## src/rtl/calc_disp_pkg.sv

```systemverilog
// Shared status codes, FSM states and segment glyphs for the display driver.
package calc_disp_pkg;

    localparam logic [1:0] ST_ERR   = 2'b00;
    localparam logic [1:0] ST_BUSY  = 2'b01;
    localparam logic [1:0] ST_READY = 2'b10;

    typedef enum logic [1:0] {
        IDLE   = 2'd0,
        LOAD   = 2'd1,
        COMMIT = 2'd2,
        ERR    = 2'd3
    } state_e;

    // Active-low g..a patterns
    localparam logic [6:0] SEG_BLANK = 7'h7F;
    localparam logic [6:0] SEG_E     = 7'h06;
    localparam logic [6:0] SEG_R     = 7'h2F;
    localparam logic [6:0] SEG_O     = 7'h23;

    localparam int NUM_DIGITS = 8;

endpackage

```

## src/rtl/seg7_decode.sv

```systemverilog
// BCD to active-low seven-segment (g..a) decoder; codes 10-15 are blank.
import calc_disp_pkg::*;

module seg7_decode (
    input  logic [3:0] code_i,
    output logic [6:0] seg_o
);

    always_comb begin
        seg_o = SEG_BLANK;
        case (code_i)
            4'd0:    seg_o = 7'h40;
            4'd1:    seg_o = 7'h79;
            4'd2:    seg_o = 7'h24;
            4'd3:    seg_o = 7'h30;
            4'd4:    seg_o = 7'h19;
            4'd5:    seg_o = 7'h12;
            4'd6:    seg_o = 7'h02;
            4'd7:    seg_o = 7'h78;
            4'd8:    seg_o = 7'h00;
            4'd9:    seg_o = 7'h10;
            default: seg_o = SEG_BLANK;
        endcase
    end

endmodule

```

## src/rtl/disp_mux8.sv

```systemverilog
// Eight-digit multiplexed display: shadow/active frame double buffer, scan refresh, error glyphs.
// Optional leading-zero blanking when DISP_LZB_EN is defined.
import calc_disp_pkg::*;

module disp_mux8 #(
    parameter int REFRESH_DIV = 100000
) (
    input  logic       clock,
    input  logic       reset,
    input  logic [1:0] status,
    input  logic [3:0] data,
    input  logic [3:0] pos,
    output logic [7:0] an,
    output logic [7:0] seg,
    output logic       frame_commit
);

    localparam int CW = (REFRESH_DIV > 2) ? $clog2(REFRESH_DIV) : 1;

    state_e                 state_q, state_d;
    logic [7:0][3:0]        shadow_q, active_q;
    logic [CW-1:0]          cnt_q;
    logic [2:0]             scan_q;
    logic [7:0]             an_q, an_d, seg_q, seg_d;
    logic                   fc_q, commit;
    logic [7:0]             blank_lz;
    logic [6:0]             dec_pat;

    always_comb begin
        state_d = state_q;
        commit  = 1'b0;
        case (state_q)
            IDLE:    if (status == ST_BUSY)  state_d = LOAD;
            LOAD:    if (status == ST_READY) state_d = COMMIT;
            COMMIT:  begin
                state_d = IDLE;
                commit  = 1'b1;
            end
            ERR:     state_d = ERR;
            default: state_d = IDLE;
        endcase
        // Error wins over every other transition
        if (status == ST_ERR) state_d = ERR;
    end

    // Digit i is blank when it and every digit above it are zero; digit 0 always shown
    always_comb begin
        logic nz;
        blank_lz = '0;
        nz       = 1'b0;
`ifdef DISP_LZB_EN
        for (int i = NUM_DIGITS - 1; i >= 1; i--) begin
            nz          = nz | (active_q[i] != 4'd0);
            blank_lz[i] = ~nz;
        end
`endif
    end

    seg7_decode u_dec (
        .code_i (active_q[scan_q]),
        .seg_o  (dec_pat)
    );

    always_comb begin
        logic [6:0] pat;
        pat = dec_pat;
        if (state_q == ERR) begin
            case (scan_q)
                3'd0:    pat = SEG_O;
                3'd1:    pat = SEG_R;
                3'd2:    pat = SEG_R;
                3'd3:    pat = SEG_E;
                default: pat = SEG_BLANK;
            endcase
        end else if (blank_lz[scan_q]) begin
            pat = SEG_BLANK;
        end
        seg_d = {1'b1, pat};
        an_d  = ~(8'd1 << scan_q);
    end

    always_ff @(posedge clock) begin
        if (reset) begin
            state_q  <= IDLE;
            shadow_q <= '0;
            active_q <= '0;
            cnt_q    <= '0;
            scan_q   <= '0;
            an_q     <= 8'hFF;
            seg_q    <= 8'hFF;
            fc_q     <= 1'b0;
        end else begin
            state_q <= state_d;
            fc_q    <= commit;
            if (state_q != ERR && !pos[3]) shadow_q[pos[2:0]] <= data;
            if (commit) active_q <= shadow_q;
            if (cnt_q == CW'(REFRESH_DIV - 1)) begin
                cnt_q  <= '0;
                scan_q <= scan_q + 3'd1;
            end else begin
                cnt_q <= cnt_q + 1'b1;
            end
            an_q  <= an_d;
            seg_q <= seg_d;
        end
    end

    assign an           = an_q;
    assign seg          = seg_q;
    assign frame_commit = fc_q;

endmodule
```

## config.mk

```make
export PLATFORM = sky130hd
export DESIGN_NAME = disp_mux8
export DESIGN_NICKNAME = d
export VERILOG_FILES = /design/src/rtl/calc_disp_pkg.sv /design/src/rtl/seg7_decode.sv /design/src/rtl/disp_mux8.sv
export SDC_FILE = /design/constraint.sdc
export NUM_CORES = 1
export LEC_CHECK = 0
export BUFFER_PORTS_ARGS = -buffer_cell sky130_fd_sc_hd__clkbuf_2
export CORE_ASPECT_RATIO = 0.8
export CORE_MARGIN = 2
export CORE_UTILIZATION = 60
export DETAILED_ROUTE_END_ITERATION = 7
export PLACE_DENSITY = 0.89
export SLEW_MARGIN = 20
export SYNTH_ARGS = -nofsm -noshare
export SYNTH_HDL_FRONTEND = slang
export SYNTH_HIERARCHICAL = 1
export SYNTH_SLANG_ARGS = --single-unit
```

## constraint.sdc

```tcl
create_clock -name clock -period 3.59 [get_ports clock]
set_input_delay 0.718 -clock clock [delete_from_list [all_inputs] [get_ports clock]]
set_output_delay 0.718 -clock clock [all_outputs]
set_load 0.05 [all_outputs]
```

==> summary.md, run 1 <==
| Metric | Value |
|---|---|
| Status | `finished clean` |
| Synth Register Bits | `roughly 100` |
| Pleak | `1.754 nW` |
| Clock Sinks | `between 100 and 150` |
| Post-CTS Setup Inserts | `0` |
| Worst R2R Start | `scan_q[0]` |
| Hold path depth | `2` |
| Final WL | `9.136 mm` |
| Root Driver | `clkbuf_8` |
| Kind of critical path | `flip-flop to flip-flop` |
| Syn Nets | `around 500` |
| Commonest non-fill, non-tap cells in the layout | `dfxtp_1 (102), nor2_1 (70), nand2_1 (61)` |
| Final worst slack | `1.019 ns` |
| Worst-margin pin slew | `1.058 ns` |
| Initial Util | `a little over three fifths` |
| First-pass GRT wire length | `approximately 15 mm` |
| Final setup viols | `0` |
| Hold_sp | `shadow_q[19]` |
| Vias in the first global route | `3106` |
| Die Y | `about 81 um` |
| Main synth FF type | `dfxtp_1` |
| Async S/R FF share, synth | `0%` |
| DR WL/cell | `approximately 16 um` |
| FF-to-FF setup slack | `just over 1 ns` |
| Post-synth EDFFs | `0` |
| Largest net degree at the start of global routing | `between 40 and 50` |
| Final clock skew | `approximately 0.007 ns` |
| RR Endpoint | `seg[1]` |
| Pwr Density | `~460 nW/um^2` |
| Global Route Usage Sum | `between 20% and 30%` |
| Vias | `approximately 3400` |
| Final Critical Period | `2.571 ns` |
| Sequential share of the synthesized area | `between 40% and 50%` |
| Die ar. | `about 8100 um^2` |
| Share of cells above drive strength 1 | `roughly an eighth` |
| Synth-to-layout area growth | `6.612%` |
| Crit path launch type | `flip-flop` |
| WP data required | `3.83 ns` |
| Period utilisation layout | `~72%` |
| Final net count | `approximately 520` |
| Commonest non-fill, non-tap cell in the layout | `dfxtp_1` |
| Relative slew slack | `slightly below 30%` |
| CP endpoint kind | `flip-flop` |
| # DRC | `0` |
| H-tree depth | `3` |
| Worst vdd rail ir drop | `~0.25 mV` |
| IO buf count | `27` |
| Gate Count Post-Synth | `just under 500` |
| Setup TNS | `0 ns` |
| Post-Syn Area per Cell | `9.206 um^2` |
| Number of antenna violations at the first check in global routing | `0` |
| Pwr Total | `2.170 mW` |
| Clock slew at reported path FFs | `0.09 ns` |
| Footprint of the multi-input gates | `2171 um^2` |
| WP data arrival | `2.81 ns` |
| PostCTS Resize Cnt | `0` |
| Max frequency | `about 400 MHz` |
| Final Hold Vio Count | `0` |
| Top Ports | `29` |
| Worst Hold End | `shadow_q[19]` |
| Fin. max-slew vios | `0` |
| Worst Reg-to-Reg Cells | `8` |
| Dpl ws | `1.012 ns` |
| CP Max Fanout | `11` |
| Row cnt | `27` |
| Congestion Overflow GR | `0` |
| Worst Hold Class | `flip-flop to flip-flop` |
| Die Span X | `between 100 and 150 um` |
| Core Footprint | `roughly 7000 um^2` |
| Mapped Area | `roughly 4400 um^2` |
| Register area | `a little over 2000 um^2` |
| Fill cells | `about 540` |
| Clk_lat worst skew | `0.35 ns` |
| Synth cell types | `50` |
| Gpl congestion | `around 0.85` |
| Clock Path Buffers | `2` |
| Initial drt markers | `around 240` |
| Hold Buf Count CTS | `0` |
| RSZ-0062 raised after global routing | `false` |
| Pre-antenna DRT Iters | `5` |
| YS warnings | `6` |
| DP HPWL | `6.209 mm` |
| Max-Cap Viols | `0` |
| CTS buffer count | `9` |
| CTS tree | `yes` |
| # diodes | `0` |
| Vias per cell | `between 5 and 6` |
| Routed Antenna Nets | `0` |
state kept, by name (all words and copies together), names as in the netlist:
register      cells
cnt_q            17
seg               7
frame_commit      1
an                8
scan_q            3
state_q           2
active_q         32
shadow_q         32
per-stage QoR:
| step | utilization [%] | cell area (um^2) | cells | hold WS, ns |
|---|---|---|---|---|
| after CTS | 67.18 | 4721 | 582 | 0.4589 |
| after global routing | 67.18 | 4721 | 582 | 0.4754 |
| after floorplan | - | 4428 | 481 | 0.4360 |
| after detailed placement | 64.49 | 4532 | 566 | 0.4463 |
| after global placement | 64.49 | 4532 | 566 | 0.4435 |
| final | 67.18 | 4721 | 582 | 0.4589 |
logic make-up (layout without fill, tap and decap cells):
kind of cell	after synthesis	in the layout	share of synthesized area [%]
mux	49	49	13.34
fa+ha+maj	16	16	4.521
compound gates	51	51	6.754
simple gates	202	202	21.50
xor+xnor	14	14	2.769
flops	102	102	46.11
buf+inv	46	60	4.916
other cells	1	1	0.08469
critical path, cell delays in order, from the launching register on:
cell and delay [ns]:
dfxtp_1 0.71, mux4_2 0.57, nand2_1 0.08, nand2_1 0.13
inv_1 0.15, ha_1 0.26, o21ai_0 0.16, o21ai_0 0.09
or3_1 0.30
cell usage after synthesis (2+ instances only):
cell / count / area share (%)
inv_1: 13 / 1.1
nor2b_1: 4 / 0.57
o21ai_0: 12 / 1.4
xor2_1: 6 / 1.2
clkbuf_1: 19 / 1.6
nand3_1: 29 / 3.3
nor2_1: 70 / 5.9
ha_1: 16 / 4.5
buf_2: 7 / 0.79
buf_4: 3 / 0.51
dfxtp_1: 102 / 46
mux2i_1: 41 / 9.3
xnor2_1: 8 / 1.6
buf_6: 2 / 0.51
nor3_1: 3 / 0.34
nand4_1: 8 / 1.1
mux4_2: 8 / 4.1
and3_1: 5 / 0.71
or3_1: 2 / 0.28
nor4_1: 2 / 0.28
nand2_1: 61 / 5.2
a21oi_1: 29 / 3.3
nand2b_1: 4 / 0.57
worst max-delay path by stage:
stage / from / end / slack (ns) / depth (start not counted)
2_1_floorplan: scan_q[0] / seg[1] / 1.34 / 9
3_3_place_gp: scan_q[0] / seg[1] / 1.13 / 8
3_5_place_dp: scan_q[0] / seg[1] / 1.01 / 8
4_1_cts: scan_q[0] / seg[1] / 1.01 / 8
5_1_grt: scan_q[0] / seg[1] / 0.80 / 8
6_report: scan_q[0] / seg[1] / 1.02 / 8
layout make-up:
type,instances,share of cell area (%)
well taps,87,2.306
repair buffers,30,3.340
inverters,14,1.113
flip-flops and latches,102,43.25
clock inverters,6,1.299
clock buffers,10,2.703
multi-input cells,333,45.98
power breakdown:
part,switching [mW],internal (mW),total [mW]
sequential,0.0216,1.16,1.19
clock,0.370,0.321,0.691
combinational,0.191,0.102,0.293
routing by layer:
| metal | vias to the layer above | share of wire [%] | global-route usage (%) |
|---|---|---|---|
| li1 | 1647 | - | - |
| met5 | - | 0 | 0 |
| met1 | 1598 | 44 | 31.18 |
| met3 | 18 | 7.2 | 4.991 |
| met2 | 143 | 47 | 39.66 |
| met4 | 0 | 1.6 | 7.534 |
Note: power is estimated with default switching activity, not from simulation.
==> run 2, diff against run 1 <==
ABC_AREA = 1   (was default)
clock period = 2.6 ns   (was 3.59 ns; I/O delays follow)
==> run 2 against run 1 <==
  * Final cell count grew 31%
  * Sequential power grew 45%
  * Clock-buffer cell count is the same
  * Final area grew 6.5%
  * Largest cell class unchanged
==> summary.md, run 2 <==
| Metric | Value |
|---|---|
| Status | `finished clean` |
| Pwr Total | `3.493 mW (+61%)` |
| Final clock skew | `0.01089 ns (+0.004035 ns)` |
| CP endpoint kind | `flip-flop` |
| H-tree depth | `3 (unchanged)` |
| Syn Nets | `662 (+30%)` |
| Max-Cap Viols | `0 (unchanged)` |
| WP data arrival | `2.35 ns (-0.46 ns)` |
| Max frequency | `476.9 MHz (+23%)` |
| WP data required | `2.85 ns (-0.98 ns)` |
| Top Ports | `29 (unchanged)` |
| Mapped Area | `4582 um^2 (+3.5%)` |
| Most common cell in the synthesized netlist | `nor2_1` |
| Top Registers | `active_q x32, shadow_q x32, cnt_q x17` |
| Pleak | `2.302 nW (+31%)` |
| Largest net degree at the start of global routing | `40 (-7.0%)` |
| Yosys top cell area share | `44.57% (-1.5 points)` |
| Kind of critical path | `flip-flop to flip-flop` |
| Core Footprint | `7392 um^2 (+5.2%)` |
| Global Route Usage Sum | `25.64% (+1.9 points)` |
| First-pass GRT wire length | `16.66 mm (+11%)` |
| Vias | `4096 (+20%)` |
| Gate Count Post-Synth | `634 (+32%)` |
| Clock Sinks | `102 (unchanged)` |
| Routed Antenna Nets | `0 (unchanged)` |
| Row cnt | `28 (+3.7%)` |
| Hold Buf Count CTS | `0 (unchanged)` |
| Final WL | `10.19 mm (+12%)` |
| Vias per cell | `5.382 (-8.0%)` |
| Clock Path Buffers | `2 (unchanged)` |
| Die ar. | `8356 um^2 (+3.3%)` |
| Worst R2R Start | `scan_q[0]` |
| RR Endpoint | `seg[3]` |
| # diodes | `0 (unchanged)` |
| Worst-margin pin slew | `0.6707 ns (-0.3871 ns)` |
| Die Y | `82.16 um (+1.6%)` |
| Commonest non-fill, non-tap cell in the layout | `nor2_1` |
| Hold_sp | `cnt_q[0]` |
| Commonest non-fill, non-tap cells in the layout | `nor2_1 (166), dfxtp_1 (102), nand2_1 (98)` |
| Gpl congestion | `0.9559 (+12%)` |
| DP HPWL | `7.183 mm (+16%)` |
| Congestion Overflow GR | `0 (unchanged)` |
| Clock slew at reported path FFs | `0.10 ns (about the same)` |
| Share of cells above drive strength 1 | `11.43% (-1.9 points)` |
| Synth area leader | `dfxtp_1` |
| Vias in the first global route | `3649 (+17%)` |
| Initial drt markers | `329 (+40%)` |
| CTS tree | `yes` |
| Root Driver | `clkbuf_8` |
| Die Span X | `101.7 um (+1.7%)` |
| Final net count | `680 (+31%)` |
| Worst Hold End | `cnt_q[0]` |
| Async S/R FF share, synth | `0% (unchanged)` |
| Pwr Density | `695.0 nW/um^2 (+51%)` |
| Hold path depth | `1 (-1)` |
| Period utilisation layout | `80.64% (+9.0 points)` |
| # DRC | `0 (unchanged)` |
| Synth-to-layout area growth | `9.694%` |
| YS warnings | `6 (unchanged)` |
| Relative slew slack | `55.12% (+26 points)` |
| Clk_lat worst skew | `0.38 ns (+0.03 ns)` |
| FF-to-FF setup slack | `0.50 ns (-0.52 ns)` |
| Final Critical Period | `2.097 ns (-0.4747 ns)` |
| Synth Register Bits | `102 (unchanged)` |
| Final Hold Vio Count | `0 (unchanged)` |
| DR WL/cell | `13.39 um (-15%)` |
| Area contributors post-synth | `dfxtp_1 (45%), nor2_1 (14%), o21ai_0 (8.3%)` |
| Final setup viols | `0 (unchanged)` |
| Worst Hold Class | `flip-flop to flip-flop` |
| Crit path launch type | `flip-flop` |
| Number of antenna violations at the first check in global routing | `0 (unchanged)` |
| Post-Syn Area per Cell | `7.227 um^2 (-21%)` |
| CTS buffer count | `9 (unchanged)` |
| PostCTS Resize Cnt | `0 (unchanged)` |
| CP Max Fanout | `18 (+7)` |
| Sequential share of the synthesized area | `44.57% (-1.5 points)` |
| Pre-antenna DRT Iters | `5 (unchanged)` |
| Setup TNS | `0 ns (unchanged)` |
| Post-CTS Setup Inserts | `0 (unchanged)` |
| Main synth FF type | `dfxtp_1` |
| Fin. max-slew vios | `0 (unchanged)` |
| Worst vdd rail ir drop | `0.3144 mV (+27%)` |
| RSZ-0062 raised after global routing | `false` |
| Post-synth EDFFs | `0 (unchanged)` |
| Commonest cells post-synth | `nor2_1 (166), dfxtp_1 (102), nand2_1 (98), o21ai_0 (76), inv_1 (46)` |
| IO buf count | `27 (unchanged)` |
| Synth cell types | `33 (-34%)` |
| Worst Reg-to-Reg Cells | `12 (+4)` |
| Initial Util | `61.98% (-1.0 points)` |
## run 2: cell count changes after synthesis, sizes merged, moves of 8 or more
| cell | before | now |
|---|---|---|
| a21oi | 30 | 10 |
| inv | 13 | 51 |
| mux2i | 41 | 0 |
| mux4 | 8 | 0 |
| nand2 | 61 | 98 |
| nor2 | 70 | 184 |
| o21ai | 12 | 78 |
| o22ai | 1 | 9 |
## run 2: how the worst max path moves through the flow
stage               from     end  slack, ns
2_1_floorplan  scan_q[0]  seg[3]       0.66
3_3_place_gp   scan_q[0]  seg[3]       0.68
3_5_place_dp   scan_q[0]  seg[3]       0.56
4_1_cts        scan_q[0]  seg[3]       0.54
5_1_grt        scan_q[0]  seg[3]       0.23
6_report       scan_q[0]  seg[3]       0.50
## run 2: power breakdown
part           internal [mW]  leakage (nW)  switching [mW]
Combinational          0.136          1.34           0.326
Sequential              1.67         0.831          0.0619
Clock                  0.761         0.133           0.540
## run 2: routing by layer
layer / up-vias / wire (um) / track usage, %
met5: - / 0 / 0
met4: 0 / 247 / 11.35
met3: 29 / 625 / 6.397
met2: 136 / 4880 / 42.43
met1: 1892 / 4439 / 31.91
li1: 2039 / - / -
## run 2: cells by family (layout without fill, tap and decap cells)
family | count (synthesis) | after routing | share of synthesized area [%]
buffers and inverters | 79 | 101 | 7.182
DFF | 102 | 102 | 44.57
adders and majority gates | 16 | 16 | 4.369
xor gates and xnor gates | 10 | 10 | 1.912
AOI/OAI and AO/OA | 101 | 101 | 11.88
and+or+nand+nor | 325 | 325 | 30.01
other | 1 | 1 | 0.08184
## run 2: cell type report
cell class	instances	area, um^2
Clock buffer	10	137.6
Clock inverter	5	128.9
Fill cell	581	2366
Inverter	54	202.7
Multi-Input combinational cell	453	2211
Sequential cell	102	2042
Tap cell	105	131.4
Timing Repair Buffer	32	172.7
## run 2: stage by stage
| step | instances | utilization, % | instance area (um^2) | hold slack (ns) | setup WS [ns] |
|---|---|---|---|---|---|
| finish | 761 | 67.99 | 5026 | 0.4529 | 0.5033 |
| global route | 761 | 67.99 | 5026 | 0.4853 | 0.2291 |
| CTS | 761 | 67.99 | 5026 | 0.4567 | 0.5419 |
| detailed placement | 746 | 64.39 | 4760 | 0.4428 | 0.5594 |
| global placement | 746 | 64.39 | 4760 | 0.4286 | 0.6760 |
| floorplan | 634 | - | 4582 | 0.4175 | 0.6637 |
## run 2: worst max-delay path, cell delays in order, from the launching register on
cell,delay (ns)
dfxtp_1,0.33
inv_1,0.34
o21ai_0,0.16
o22ai_1,0.16
nand2_1,0.08
nand2_1,0.14
inv_1,0.10
ha_1,0.28
nand2_1,0.08
nand3_1,0.11
nand2_1,0.05
nand2_1,0.07
nand3_1,0.07
==> run 3, diff against run 2 <==
CORE_UTILIZATION = 54   (was 60)
PLACE_DENSITY = 0.85   (was 0.89)
clock period = 1.8 ns   (was 2.6 ns; I/O delays follow)
==> run 3 against run 2 <==
  * Register-to-register slack got worse by 0.61 ns
  * Final cell count grew 3.3%
  * Routed wire length rose by 7.5%
  * First-iteration DRC count grew 8.5%
  * Worst setup slack worse by 0.61 ns
  * Core utilization decreased by 4.4 points
  * Clock-buffer cell count grew 3
  * Non-clock buffer count rose by 16
  * Critical path depth grew 1
  * Clock skew decreased by 0.0034 ns
  * The flow now finishes with violations (setup timing)
  * Final area increased by 5.9%
==> summary.md, run 3 (synthesis results as in run 2) <==
| Metric | Value |
|---|---|
| Final worst slack | `-0.1086 ns (-0.6119 ns)` |
| Commonest non-fill, non-tap cells in the layout | `nor2_1 (163), dfxtp_1 (100), nand2_1 (91)` |
| CP Buf/Inv Count | `3 (+1)` |
| Pre-antenna DRT Iters | `5 (unchanged)` |
| Congestion Overflow GR | `0 (unchanged)` |
| Comb pwr share | `15.9% (+2.7 points)` |
| Number of antenna violations at the first check in global routing | `0 (unchanged)` |
| Fin. max-slew vios | `0 (unchanged)` |
| Final hold slack | `0.3294 ns (-0.1235 ns)` |
| Die Span X | `107.0 um (+5.2%)` |
| CP most frequent cell | `nand2_1` |
| Pwr Density | `907.5 nW/um^2 (+31%)` |
| Vias per cell | `5.403 (+0.39%)` |
| Worst Reg-to-Reg Cells | `13 (+1)` |
| Setup TNS | `-0.2326 ns (-0.2326 ns)` |
| Initial drt markers | `357 (+8.5%)` |
| Clock Path Buffers | `2 (unchanged)` |
| Kind of critical path | `flip-flop to flip-flop` |
| Commonest non-fill, non-tap cell in the layout | `nor2_1` |
| CP top delay family | `simple AND/OR/NAND/NOR gates` |
| Top Ports | `29 (unchanged)` |
| Hold_sp | `pos[0]` |
| Seq pwr share | `51.7% (+2.2 points)` |
| Status | `complete, but fails checks` |
| Pint | `3.473 mW (+35%)` |
| Crit path launch type | `flip-flop` |
| Top Registers | `active_q x32, shadow_q x32, cnt_q x17` |
| CTS buffer count | `9 (unchanged)` |
| Period utilisation layout | `106.0% (+25 points)` |
| # DRC | `0 (unchanged)` |
| Routed Antenna Nets | `0 (unchanged)` |
| Initial Util | `54.74% (-7.2 points)` |
| Fill cells | `669 (+15%)` |
| Worst vdd rail ir drop | `0.4802 mV (+53%)` |
| Dpl ws | `-0.09347 ns (-0.6529 ns)` |
| Die Y | `86.39 um (+5.1%)` |
| CTS tree | `yes` |
| Clock slew at reported path FFs | `0.09 ns (about the same)` |
| Clk_lat worst skew | `0.36 ns (-0.02 ns)` |
| Final setup viols | `5 (+5)` |
| Psw | `1.359 mW (+46%)` |
| DP HPWL | `7.386 mm (+2.8%)` |
| Max frequency | `524.0 MHz (+9.9%)` |
| Global Route Usage Sum | `22.69% (-2.9 points)` |
| WP data arrival | `2.14 ns (-0.21 ns)` |
| Final Critical Period | `1.909 ns (-0.1881 ns)` |
| Critical path's slowest cell | `dfxtp_4` |
| Worst Hold Class | `input pin to flip-flop` |
| Clock Sinks | `102 (unchanged)` |
| Hold path depth | `4 (+3)` |
| Clk pwr share | `32.4% (-4.8 points)` |
| DR WL/cell | `13.94 um (+4.0%)` |
| CP Max Fanout | `6 (-12)` |
| Register area | `2047 um^2 (+0.24%)` |
| RSZ-0062 raised after global routing | `true` |
| Footprint of the multi-input gates | `2331 um^2 (+5.4%)` |
| Share of cells above drive strength 1 | `18.10% (+6.7 points)` |
| Gpl congestion | `0.9185 (-3.9%)` |
| Inst Count DP | `767 (+2.8%)` |
| Pleak | `2.410 nW (+4.7%)` |
| Sw Share | `28.12% (+1.5 points)` |
| Hold Buf Count CTS | `0 (unchanged)` |
| Post-Layout Cell Count | `786 (+3.3%)` |
| Final net count | `697 (+2.5%)` |
| Final WL | `10.95 mm (+7.5%)` |
| Max-Cap Viols | `0 (unchanged)` |
| First-pass GRT wire length | `16.66 mm (about the same)` |
| FF-to-FF setup slack | `-0.11 ns (-0.61 ns)` |
| WP data required | `2.03 ns (-0.82 ns)` |
| Core Footprint | `8371 um^2 (+13%)` |
| IO buf count | `27 (unchanged)` |
| Worst Hold End | `shadow_q[3]` |
| Root Driver | `clkbuf_8` |
| Vias in the first global route | `3679 (+0.82%)` |
| Row cnt | `30 (+7.1%)` |
| Worst R2R Start | `scan_q[0]` |
| CP max stage delay | `0.40 ns (+0.06 ns)` |
| Failing checks | `setup timing` |
| CP endpoint kind | `flip-flop` |
| Die ar. | `9242 um^2 (+11%)` |
| Final clock skew | `0.007499 ns (-0.003392 ns)` |
| H-tree depth | `3 (unchanged)` |
| Core Util, Final | `63.60% (-4.4 points)` |
| RR Endpoint | `seg[0]` |
| Vias | `4247 (+3.7%)` |
| Final Hold Vio Count | `0 (unchanged)` |
| # diodes | `0 (unchanged)` |
| Largest net degree at the start of global routing | `57 (+43%)` |
| Synth-to-layout area growth | `16.19%` |
| Post-CTS Setup Inserts | `0 (unchanged)` |
| CP cell instances | `buf_12 -> o21ai_2 -> o22ai_1 -> nand2_1 -> nand2_2 -> inv_4 -> ha_4 -> inv_1 -> nand2_1 -> nand3_2 -> nand2_1 -> nand2_1 -> o2111ai_2` |
## run 3: cell count changes in the layout (fill, tap and decap cells not counted), moves of 4 or more
cell     delta
buf_4      +10
o21ai_0    -10
nand2_1     -7
ha_1        -5
inv_1       -5
nand2_2     +5
o21ai_1     +5
o21ai_2     +4
## run 3: worst max path at each step
stage          startpoint      to  slack, ns  cells past startpoint
3_3_place_gp    scan_q[0]  seg[3]     0.0005                     13
2_1_floorplan   scan_q[0]  seg[3]      0.008                     13
5_1_grt         scan_q[0]  seg[0]      -0.20                     13
6_report        scan_q[0]  seg[0]      -0.11                     13
4_1_cts         scan_q[0]  seg[2]      0.004                     12
3_5_place_dp    scan_q[0]  seg[3]      -0.09                     13
## run 3: power groups by stage
stage	logic (mW)	clock network, mW	registers [mW]
floorplan	0.416	0	2.62
global placement	0.648	0	2.54
detailed placement	0.681	0	2.54
CTS	0.689	1.60	2.49
global route	0.844	1.68	2.51
finish	0.767	1.57	2.50
## run 3: worst register-to-register path: stages, from the launching register on
cell	delay (ns)
dfxtp_4	0.40
buf_12	0.16
o21ai_2	0.07
o22ai_1	0.21
nand2_1	0.11
nand2_2	0.13
inv_4	0.07
ha_4	0.16
inv_1	0.07
nand2_1	0.08
nand3_2	0.09
nand2_1	0.06
nand2_1	0.09
o2111ai_2	0.09
## run 3: per-stage QoR
| step | area, um^2 | power [mW] |
|---|---|---|
| floorplan | 4594 | 3.032 |
| global placement | 4903 | 3.188 |
| detailed placement | 4903 | 3.224 |
| CTS | 5131 | 4.777 |
| global route | 5324 | 5.033 |
| finish | 5324 | 4.832 |
## run 3: layout make-up
type	instances	area share [%]
Clock buffer	13	2.797
Clock inverter	3	1.269
Inverter	54	4.136
Multi-Input combinational cell	453	43.78
Sequential cell	102	38.45
Tap cell	112	2.632
Timing Repair Buffer	48	6.769
Timing Repair inverter	1	0.1645
## run 3: layer usage
metal | share of wire, % | up-vias | global-route usage [%]
met1 | 45 | 1956 | 30.23
li1 | - | 2075 | -
met5 | 0 | - | 0
met4 | 2.5 | 0 | 6.966
met2 | 46 | 178 | 36.88
met3 | 6.5 | 38 | 5.414
## run 3: what timing repair did
action / in CTS / in global routing
cloned: 0 / 3
setup endpoints to repair: 6 / 11
pin swaps: 1 / 16
resized for setup: 8 / 46
